### src/rtl/conway_serial_controller_if.sv
// Host/core signal bundle for the serial Conway controller.
// The slave modport is the controller; the master modport is its environment
// (host request side plus the core's DATA_OUT pin).
interface conway_serial_controller_if #(
  parameter int unsigned DATA_SIZE = 64,
  parameter int unsigned GEN_WIDTH = 16
);
  logic                 start;
  logic [GEN_WIDTH-1:0] generations;
  logic [DATA_SIZE-1:0] grid_in;
  logic                 serial_from_core;
  logic [1:0]           mode;
  logic                 serial_to_core;
  logic                 busy;
  logic                 done;
  logic [DATA_SIZE-1:0] grid_out;

  modport master (
    output start, generations, grid_in, serial_from_core,
    input  mode, serial_to_core, busy, done, grid_out
  );

  modport slave (
    input  start, generations, grid_in, serial_from_core,
    output mode, serial_to_core, busy, done, grid_out
  );
endinterface

### src/rtl/conway_serial_controller.sv
// Sequencer for the 8x8 serial Conway core: shifts a grid in (MSB first),
// runs the requested number of generations, shifts the result back out and
// parks the core in stop mode while idle. All outputs come straight from flops.
module conway_serial_controller #(
  parameter int unsigned DATA_SIZE = 64,
  parameter int unsigned GEN_WIDTH = 16
) (
  input logic                        clk,
  input logic                        rst,
  conway_serial_controller_if.slave  bus
);

  localparam int unsigned CntW = $clog2(DATA_SIZE);
  localparam logic [CntW-1:0] BitLast = CntW'(DATA_SIZE - 1);
  localparam logic [CntW-1:0] BitOne = CntW'(1);
  localparam logic [GEN_WIDTH-1:0] GenOne = GEN_WIDTH'(1);

  localparam logic [1:0] ModeLoad = 2'b00;
  localparam logic [1:0] ModeRun = 2'b01;
  localparam logic [1:0] ModeOut = 2'b10;
  localparam logic [1:0] ModeStop = 2'b11;

  typedef enum logic [2:0] {StIdle, StLoad, StRun, StDrain, StFinish} state_e;

  state_e               state_q, state_d;
  logic [DATA_SIZE-1:0] tx_q, tx_d;
  logic [DATA_SIZE-1:0] rx_q, rx_d;
  logic [DATA_SIZE-1:0] grid_out_q, grid_out_d;
  logic [GEN_WIDTH-1:0] gen_q, gen_d;
  logic [CntW-1:0]      bit_q, bit_d;
  logic [1:0]           mode_q, mode_d;
  logic                 busy_q, busy_d;
  logic                 done_q, done_d;

  // Next-state, datapath and registered-output decode
  always_comb begin
    state_d    = state_q;
    tx_d       = tx_q;
    rx_d       = rx_q;
    grid_out_d = grid_out_q;
    gen_d      = gen_q;
    bit_d      = bit_q;

    unique case (state_q)
      StIdle: begin
        if (bus.start) begin
          tx_d    = bus.grid_in;
          gen_d   = bus.generations;
          bit_d   = '0;
          state_d = StLoad;
        end
      end
      StLoad: begin
        // tx drains to zero after the last shift, which keeps DATA_IN low afterwards
        tx_d  = tx_q << 1;
        bit_d = bit_q + BitOne;
        if (bit_q == BitLast) begin
          state_d = (gen_q == '0) ? StDrain : StRun;
        end
      end
      StRun: begin
        gen_d = gen_q - GenOne;
        if (gen_q == GenOne) begin
          state_d = StDrain;
        end
      end
      StDrain: begin
        rx_d  = {rx_q[DATA_SIZE-2:0], bus.serial_from_core};
        bit_d = bit_q + BitOne;
        if (bit_q == BitLast) begin
          // Publish on entry to FINISH so GRID_OUT is already valid while DONE is high
          grid_out_d = rx_d;
          state_d    = StFinish;
        end
      end
      StFinish: begin
        state_d = StIdle;
      end
      default: begin
        state_d = StIdle;
      end
    endcase

    // Outputs are a function of the state being entered, so they line up with it
    mode_d = ModeStop;
    busy_d = 1'b0;
    done_d = 1'b0;
    unique case (state_d)
      StLoad:   begin mode_d = ModeLoad; busy_d = 1'b1; end
      StRun:    begin mode_d = ModeRun;  busy_d = 1'b1; end
      StDrain:  begin mode_d = ModeOut;  busy_d = 1'b1; end
      StFinish: begin busy_d = 1'b1; done_d = 1'b1; end
      default:  begin mode_d = ModeStop; end
    endcase
  end

  // State and datapath registers with synchronous reset
  always_ff @(posedge clk) begin
    if (rst) begin
      state_q    <= StIdle;
      tx_q       <= '0;
      rx_q       <= '0;
      grid_out_q <= '0;
      gen_q      <= '0;
      bit_q      <= '0;
      mode_q     <= ModeStop;
      busy_q     <= 1'b0;
      done_q     <= 1'b0;
    end else begin
      state_q    <= state_d;
      tx_q       <= tx_d;
      rx_q       <= rx_d;
      grid_out_q <= grid_out_d;
      gen_q      <= gen_d;
      bit_q      <= bit_d;
      mode_q     <= mode_d;
      busy_q     <= busy_d;
      done_q     <= done_d;
    end
  end

  assign bus.mode           = mode_q;
  assign bus.serial_to_core = tx_q[DATA_SIZE-1];
  assign bus.busy           = busy_q;
  assign bus.done           = done_q;
  assign bus.grid_out       = grid_out_q;

endmodule

### src/flat_wrapper.sv
// flat-port wrapper written by rule: the top's interface ports become plain ports
module conway_serial_controller_flat 
#(
  parameter int unsigned DATA_SIZE = 64,
  parameter int unsigned GEN_WIDTH = 16
)
  (clk, rst, bus_start, bus_generations, bus_grid_in, bus_serial_from_core, bus_mode, bus_serial_to_core, bus_busy, bus_done, bus_grid_out);
  conway_serial_controller_if #(.DATA_SIZE(DATA_SIZE), .GEN_WIDTH(GEN_WIDTH)) bus_i ();
  input logic clk;
  input logic rst;
  input wire logic [$bits(bus_i.start)-1:0] bus_start;
  input wire logic [$bits(bus_i.generations)-1:0] bus_generations;
  input wire logic [$bits(bus_i.grid_in)-1:0] bus_grid_in;
  input wire logic [$bits(bus_i.serial_from_core)-1:0] bus_serial_from_core;
  output wire logic [$bits(bus_i.mode)-1:0] bus_mode;
  output wire logic [$bits(bus_i.serial_to_core)-1:0] bus_serial_to_core;
  output wire logic [$bits(bus_i.busy)-1:0] bus_busy;
  output wire logic [$bits(bus_i.done)-1:0] bus_done;
  output wire logic [$bits(bus_i.grid_out)-1:0] bus_grid_out;
  assign bus_i.start = bus_start;
  assign bus_i.generations = bus_generations;
  assign bus_i.grid_in = bus_grid_in;
  assign bus_i.serial_from_core = bus_serial_from_core;
  assign bus_mode = bus_i.mode;
  assign bus_serial_to_core = bus_i.serial_to_core;
  assign bus_busy = bus_i.busy;
  assign bus_done = bus_i.done;
  assign bus_grid_out = bus_i.grid_out;
  conway_serial_controller #(.DATA_SIZE(DATA_SIZE), .GEN_WIDTH(GEN_WIDTH)) u_core (.clk(clk), .rst(rst), .bus(bus_i));
endmodule
### config.mk
export PLATFORM = sky130hd
export DESIGN_NAME = conway_serial_controller_flat
export DESIGN_NICKNAME = d
export VERILOG_FILES = /design/src/rtl/conway_serial_controller_if.sv /design/src/rtl/conway_serial_controller.sv /design/src/flat_wrapper.sv
export SDC_FILE = /design/constraint.sdc
export NUM_CORES = 1
export LEC_CHECK = 0
export CORE_MARGIN = 3
export CORE_UTILIZATION = 45
export CTS_CLUSTER_DIAMETER = 50
export DETAILED_ROUTE_END_ITERATION = 10
export PLACE_DENSITY_LB_ADDON = 0.12
export RECOVER_POWER = 100
export SLEW_MARGIN = 20
export SYNTH_ARGS = -nofsm -noshare
export SYNTH_HDL_FRONTEND = slang
export SYNTH_SLANG_ARGS = --single-unit
### constraint.sdc
create_clock -name clk -period 3.7 [get_ports clk]
set_input_delay 0.37 -clock clk [delete_from_list [all_inputs] [get_ports clk]]
set_output_delay 0.37 -clock clk [all_outputs]
set_load 0.02 [all_outputs]
==> impl_metrics.yaml, run 1 <==
critical_path:
  arrival_ns: 3.17
  crit_start: "u_core.state_q[0]"
  crit_path_end: "u_core.bus.grid_out[29]"
  worstReg2RegEnd: "u_core.bus.grid_out[29]"
  start_kind: "flip-flop"
  rrSetupSlack_ns: 0.91
  critical_path_class: "flip-flop to flip-flop"
  crit_path_end_kind: "flip-flop"
  timing.rr.start: "u_core.state_q[0]"
  r2r_cells: 6
  crit_fanout: 24
  crit_required_ns: 4.09
placed_design:
  post-place-ws_ns: 1.31
  io_buffers: 152
  place_congestion: 0.805
  hpwl_um: 11700
  placed_cells: 1360
clocking:
  htreeDepth: 1
  cts.root.buffer_cell: "clkbuf_16"
  cts_tree: "done"
  cts_hold_buf: 0
  clock_path_buffers: 3
  post_cts_resized: 0
  clk_latency_ns: 0.53
  cts.clk_slew.worst_paths_ns: 0.06
  postCtsSetupBuffers: 0
  clock_sinks: 220
  cts_inserted_buffers: 28
synth:
  seq_area_frac_synth_pct: 50.7
  synth_area_per_cell_um2: 8.55
  synth_async_sr_flop_share_pct: 0
  synth_top_cell_by_area: "dfxtp_1"
  netlist_top_cells_count: "nand2_1, dfxtp_1, a21oi_1, nor2_1, a211oi_1"
  synthTopCellsByArea: "dfxtp_1, nand2_1, a21oi_1"
  netlist_area_mm2: 0.00868
  synth_flop_cell: "dfxtp_1"
  ys_ff_latch: 220
  synth_top_area_share_pct: 50.7
  ys.warnings.count: 0
  synth_edf_count: 0
  syn_inst: 1015
  synth_nets: 1103
  synth_most_common_cell: "nand2_1"
  synth.distinct_cells: 54
floorplan:
  dieArea_mm2: 0.0210
  pin_count: 153
  fp.dieW_um: 145
  start_util_pct: 46.1
  core_mm2: 0.0188
  rows: 50
  dieHeight_um: 145
global_routing:
  grt_max_degree: 128
  antenna_found_initial: 0
  grt_remaining_overflow: 0
  grt_pass1_vias: 6512
  grt_usage_pct: 18.0
  grt_first_pass_wirelength_um: 31700
layout:
  final_nets: 1218
  fin_cells: 1410
  fill_cells: 1702
  diodes: 0
  areaGrowthSynthToFinish_pct: 28.9
  drive_above_1_share_pct: 5.91
timing:
  fmax_mhz: 359
  post-route-period-util_pct: 75.3
  setup_ws_ns: 0.913
  relSlewSlack_pct: 14.3
  setup_viol: 0
  skew_ns: 0.0131
  rsz0062_at_grt: "false"
  hold_viol_final: 0
  period_minus_slack_ns: 2.79
  holdWs_ns: 0.326
  maxSlewViolCount: 0
  worst_pin_slew_ns: 1.28
  setup_tns_ns: 0
worst_hold_path:
  worstHoldPathType: "input pin to flip-flop"
detailed_routing:
  remaining_drc_errors: 0
  drt-total-wl_um: 19400
  num_vias: 7153
  wl_per_cell_um: 13.7
  firstDrtPassIters: 4
  first_iter_violations: 306
  drtAntennaViolNets: 0
  routed_via_density: 5.07
outcome:
  status: "complete, no violations"
power:
  ir_drop_v: 0.000320
  p_per_area_mw_per_mm2: 513
  p_leak_nw: 4.13
run:
  cap_violations: 0
per-stage QoR:
stage | instance area, um2 | total power [mW] | util (%)
final | 11200 | 5.74 | 59.4
after global routing | 11200 | 5.97 | 59.4
after CTS | 11200 | 5.81 | 59.6
after detailed placement | 10300 | 3.04 | 54.5
after global placement | 10300 | 3.03 | 54.5
after floorplan | 8680 | 2.88 | -
area by class of cell:
cell class	instances	area (um2)	area share [%]
tap	260	325	2.91
sequential	220	4400	39.4
clock inverter	12	153	1.36
inverter	4	15.0	0.134
multi-input combinational	713	3840	34.3
timing repair buffer	163	1640	14.7
clock buffer	38	810	7.24
report_power, final:
group / internal [mW] / switching, mW
Clock: 1.74 / 1.02
Combinational: 0.229 / 0.237
Sequential: 2.46 / 0.0572
Total: 4.43 / 1.32
registers in the layout, indices dropped and copies added, names as in the netlist:
| name | flops |
|---|---|
| u_core.bit_q | 6 |
| u_core.gen_q | 16 |
| u_core.tx_q | 64 |
| u_core.bus.grid_out | 64 |
| u_core.rx_q | 63 |
| u_core.bus.done | 1 |
| u_core.state_q | 3 |
| u_core.bus.busy | 1 |
| u_core.bus.mode | 2 |
cell usage in the layout, fill, tap and decap left out, types with 2 or more instances in the layout:
cell             instances
clkdlybuf4s50_1         82
inv_1                    4
clkbuf_16               29
nor2b_1                  4
bufinv_16                3
nor2_1                  85
nor3_2                   2
and4_1                   2
nand3b_1                 3
nor3_1                   8
clkbuf_8                 5
clkinv_4                 4
buf_12                   3
nand2_1                267
a31oi_1                  5
xor2_1                   4
a221oi_1                 4
a41oi_1                  3
nand3_1                 10
buf_4                    7
dfxtp_1                220
nor2_4                   2
mux2i_1                 64
dlygate4sd3_1           69
clkbuf_1                 4
a21oi_1                137
a211oi_1                68
o21ai_0                  6
clkinv_2                 4
o211ai_1                 3
ha_1                     4
xnor2_1                  2
a22oi_1                  3
or3_1                    3
cells by family after synthesis:
group | count (synthesis) | synth area share, %
AND/OR/NAND/NOR | 400 | 19.1
AO/OA/AOI/OAI | 239 | 16.8
flip-flops | 220 | 50.7
buffers and inverters | 82 | 4.80
multiplexers | 64 | 7.38
XOR/XNOR | 6 | 0.605
adder cells (fa/ha/maj) | 4 | 0.577
worst max-delay path, cell delays in order (launching register included):
cell	delay (ns)
dfxtp_1	0.56
nor2b_1	0.43
and2_2	0.23
nand3_1	0.71
buf_4	0.52
nand2_1	0.11
a21oi_1	0.07
routing by layer:
layer  wire [um]  up-vias  global-route usage [%]
li1            -     3699                       -
met1        8990     3266                    24.2
met2        8530      156                    28.1
met3        1460       32                    5.75
met4         369        0                    5.06
met5           0        -                       0
how the worst min path moves through the flow:
stage | endpoint | slack, ns | start | cells past startpoint
CTS | u_core.tx_q[0] | 0.33 | rst | 2
global placement | u_core.bus.grid_out[63] | 0.44 | u_core.rx_q[62] | 2
detailed placement | u_core.bus.grid_out[48] | 0.45 | u_core.bus.grid_out[48] | 2
global route | u_core.gen_q[9] | 0.37 | rst | 2
finish | u_core.gen_q[4] | 0.33 | rst | 2
floorplan | u_core.bus.grid_out[63] | 0.43 | u_core.rx_q[62] | 2
No activity file was read; power rests on OpenSTA's default activity.
==> inputs of run 2 (changes only) <==
==> constraint.sdc (replaced) <==
create_clock -name clk -period 2.5 [get_ports clk]
set_input_delay 0.25 -clock clk [delete_from_list [all_inputs] [get_ports clk]]
set_output_delay 0.25 -clock clk [all_outputs]
set_load 0.02 [all_outputs]
==> run 2 against run 1 <==
Total power increased by 45%. Non-clock buffer count increased by 6. Register-to-register slack got worse by 0.49 ns. Wire length decreased by 3.4%. Via count increased by 0.25%. Sequential power increased by 48%. Sequential share of layout area decreased by 0.084 points. Cell count increased by 0.21%. Die area unchanged. Largest power group unchanged. Highest routed layer unchanged.
==> impl_metrics.yaml, run 2 (synthesis gave the netlist of run 1 again) <==
global_routing:
  grt_max_degree: 95
  grt_first_pass_wirelength_um: 31300
  grt_remaining_overflow: 0
  antenna_found_initial: 0
  grt_usage_pct: 17.5
  grt_pass1_vias: 6454
floorplan:
  rows: 50
  start_util_pct: 46.1
  dieHeight_um: 145
  dieArea_mm2: 0.0210
  pin_count: 153
  core_mm2: 0.0188
  fp.dieW_um: 145
placed_design:
  place_congestion: 0.809
  io_buffers: 152
  hpwl_um: 11900
timing:
  setup_viol: 0
  skew_ns: 0.00981
  setup_tns_ns: 0
  maxSlewViolCount: 0
  post-route-period-util_pct: 83.2
  rsz0062_at_grt: "false"
  fmax_mhz: 481
  relSlewSlack_pct: 48.2
  worst_pin_slew_ns: 0.778
  hold_viol_final: 0
  period_minus_slack_ns: 2.08
critical_path:
  crit_fanout: 14
  crit_start: "u_core.state_q[0]"
  start_kind: "flip-flop"
  crit_required_ns: 2.86
  critical_path_class: "flip-flop to flip-flop"
  arrival_ns: 2.44
  crit_path_end_kind: "flip-flop"
  timing.rr.start: "u_core.state_q[0]"
clocking:
  cts.root.buffer_cell: "clkbuf_16"
  cts_hold_buf: 0
  postCtsSetupBuffers: 0
  cts.clk_slew.worst_paths_ns: 0.06
  htreeDepth: 1
  clock_path_buffers: 3
  clk_latency_ns: 0.51
  clock_sinks: 220
  post_cts_resized: 0
  cts_inserted_buffers: 27
  cts_tree: "done"
detailed_routing:
  firstDrtPassIters: 5
  first_iter_violations: 381
  remaining_drc_errors: 0
  drtAntennaViolNets: 0
  routed_via_density: 5.08
  num_vias: 7171
  wl_per_cell_um: 13.2
  drt-total-wl_um: 18700
layout:
  final_nets: 1223
  final-seq-area_mm2: 0.00440
  diodes: 0
  multi_input_area_mm2: 0.00383
  final_cell_mix: "nand2_1, dfxtp_1, a21oi_1"
  areaGrowthSynthToFinish_pct: 29.1
  final_core_util_pct: 59.5
  fill_cells: 1708
  drive_above_1_share_pct: 6.07
  final_common_cell: "nand2_1"
power:
  p_seq_share_pct: 44.7
  switching_share_pct: 22.8
  clockPowerShare_pct: 46.8
  comb_power_share_pct: 8.5
  p_switching_mw: 1.90
  p_int_mw: 6.44
  p_per_area_mw_per_mm2: 744
  p_leak_nw: 4.14
  ir_drop_v: 0.000470
run:
  cap_violations: 0
worst_hold_path:
  min_from: "rst"
  worstHoldPathType: "input pin to flip-flop"
outcome:
  status: "complete, no violations"
run 2: cell count changes in the layout (fill, tap and decap cells not counted), moves of 2 or more:
cell	change
inv_6	+4
buf_12	+4
clkbuf_16	-2
clkinv_4	-4
run 2: routing by layer:
metal	vias up	wire length (um)	global-route usage, %
li1	3719	-	-
met3	24	1300	4.77
met1	3258	8750	24.3
met5	-	0	0
met2	170	8320	27.1
met4	0	323	4.52
run 2: per-stage QoR:
stage / std cells / worst slack [ns] / area [um2] / total power, mW / hold slack (ns)
final: 1413 / 0.420 / 11200 / 8.34 / 0.247
after global routing: 1413 / 0.220 / 11200 / 8.69 / 0.276
after CTS: 1413 / 0.512 / 11300 / 8.46 / 0.236
after detailed placement: 1366 / 0.487 / 10400 / 4.53 / 0.444
after global placement: 1366 / 0.548 / 10400 / 4.52 / 0.438
after floorplan: 1015 / 0.951 / 8680 / 4.26 / 0.386
run 2: final timing paths:
path,endpoint,slack [ns],depth (start not counted)
worst max-delay path,u_core.tx_q[48],0.42,5
worst min-delay path,u_core.gen_q[12],0.25,2
worst max register to register,u_core.tx_q[48],0.42,5
worst min register to register,u_core.bus.grid_out[37],0.45,2
run 2: power groups by stage:
stage | clock network (mW) | registers, mW | logic, mW
floorplan | 0 | 3.78 | 0.476
global placement | 0 | 3.80 | 0.719
detailed placement | 0 | 3.80 | 0.726
CTS | 4.00 | 3.73 | 0.730
global route | 4.16 | 3.74 | 0.786
finish | 3.90 | 3.73 | 0.705
run 2: final cells by class:
cell class | count | share of cell area [%]
Clock inverter | 11 | 1.29
Clock buffer | 36 | 6.77
Tap cell | 260 | 2.90
Multi-Input combinational cell | 713 | 34.2
Inverter | 4 | 0.134
Timing Repair Buffer | 169 | 15.4
Sequential cell | 220 | 39.3
run 2: critical path, cell delays in order, from the launching register on:
cell,delay (ns)
dfxtp_1,0.52
nand2b_2,0.13
nor2_4,0.45
clkbuf_2,0.49
mux2i_1,0.24
a211oi_1,0.09
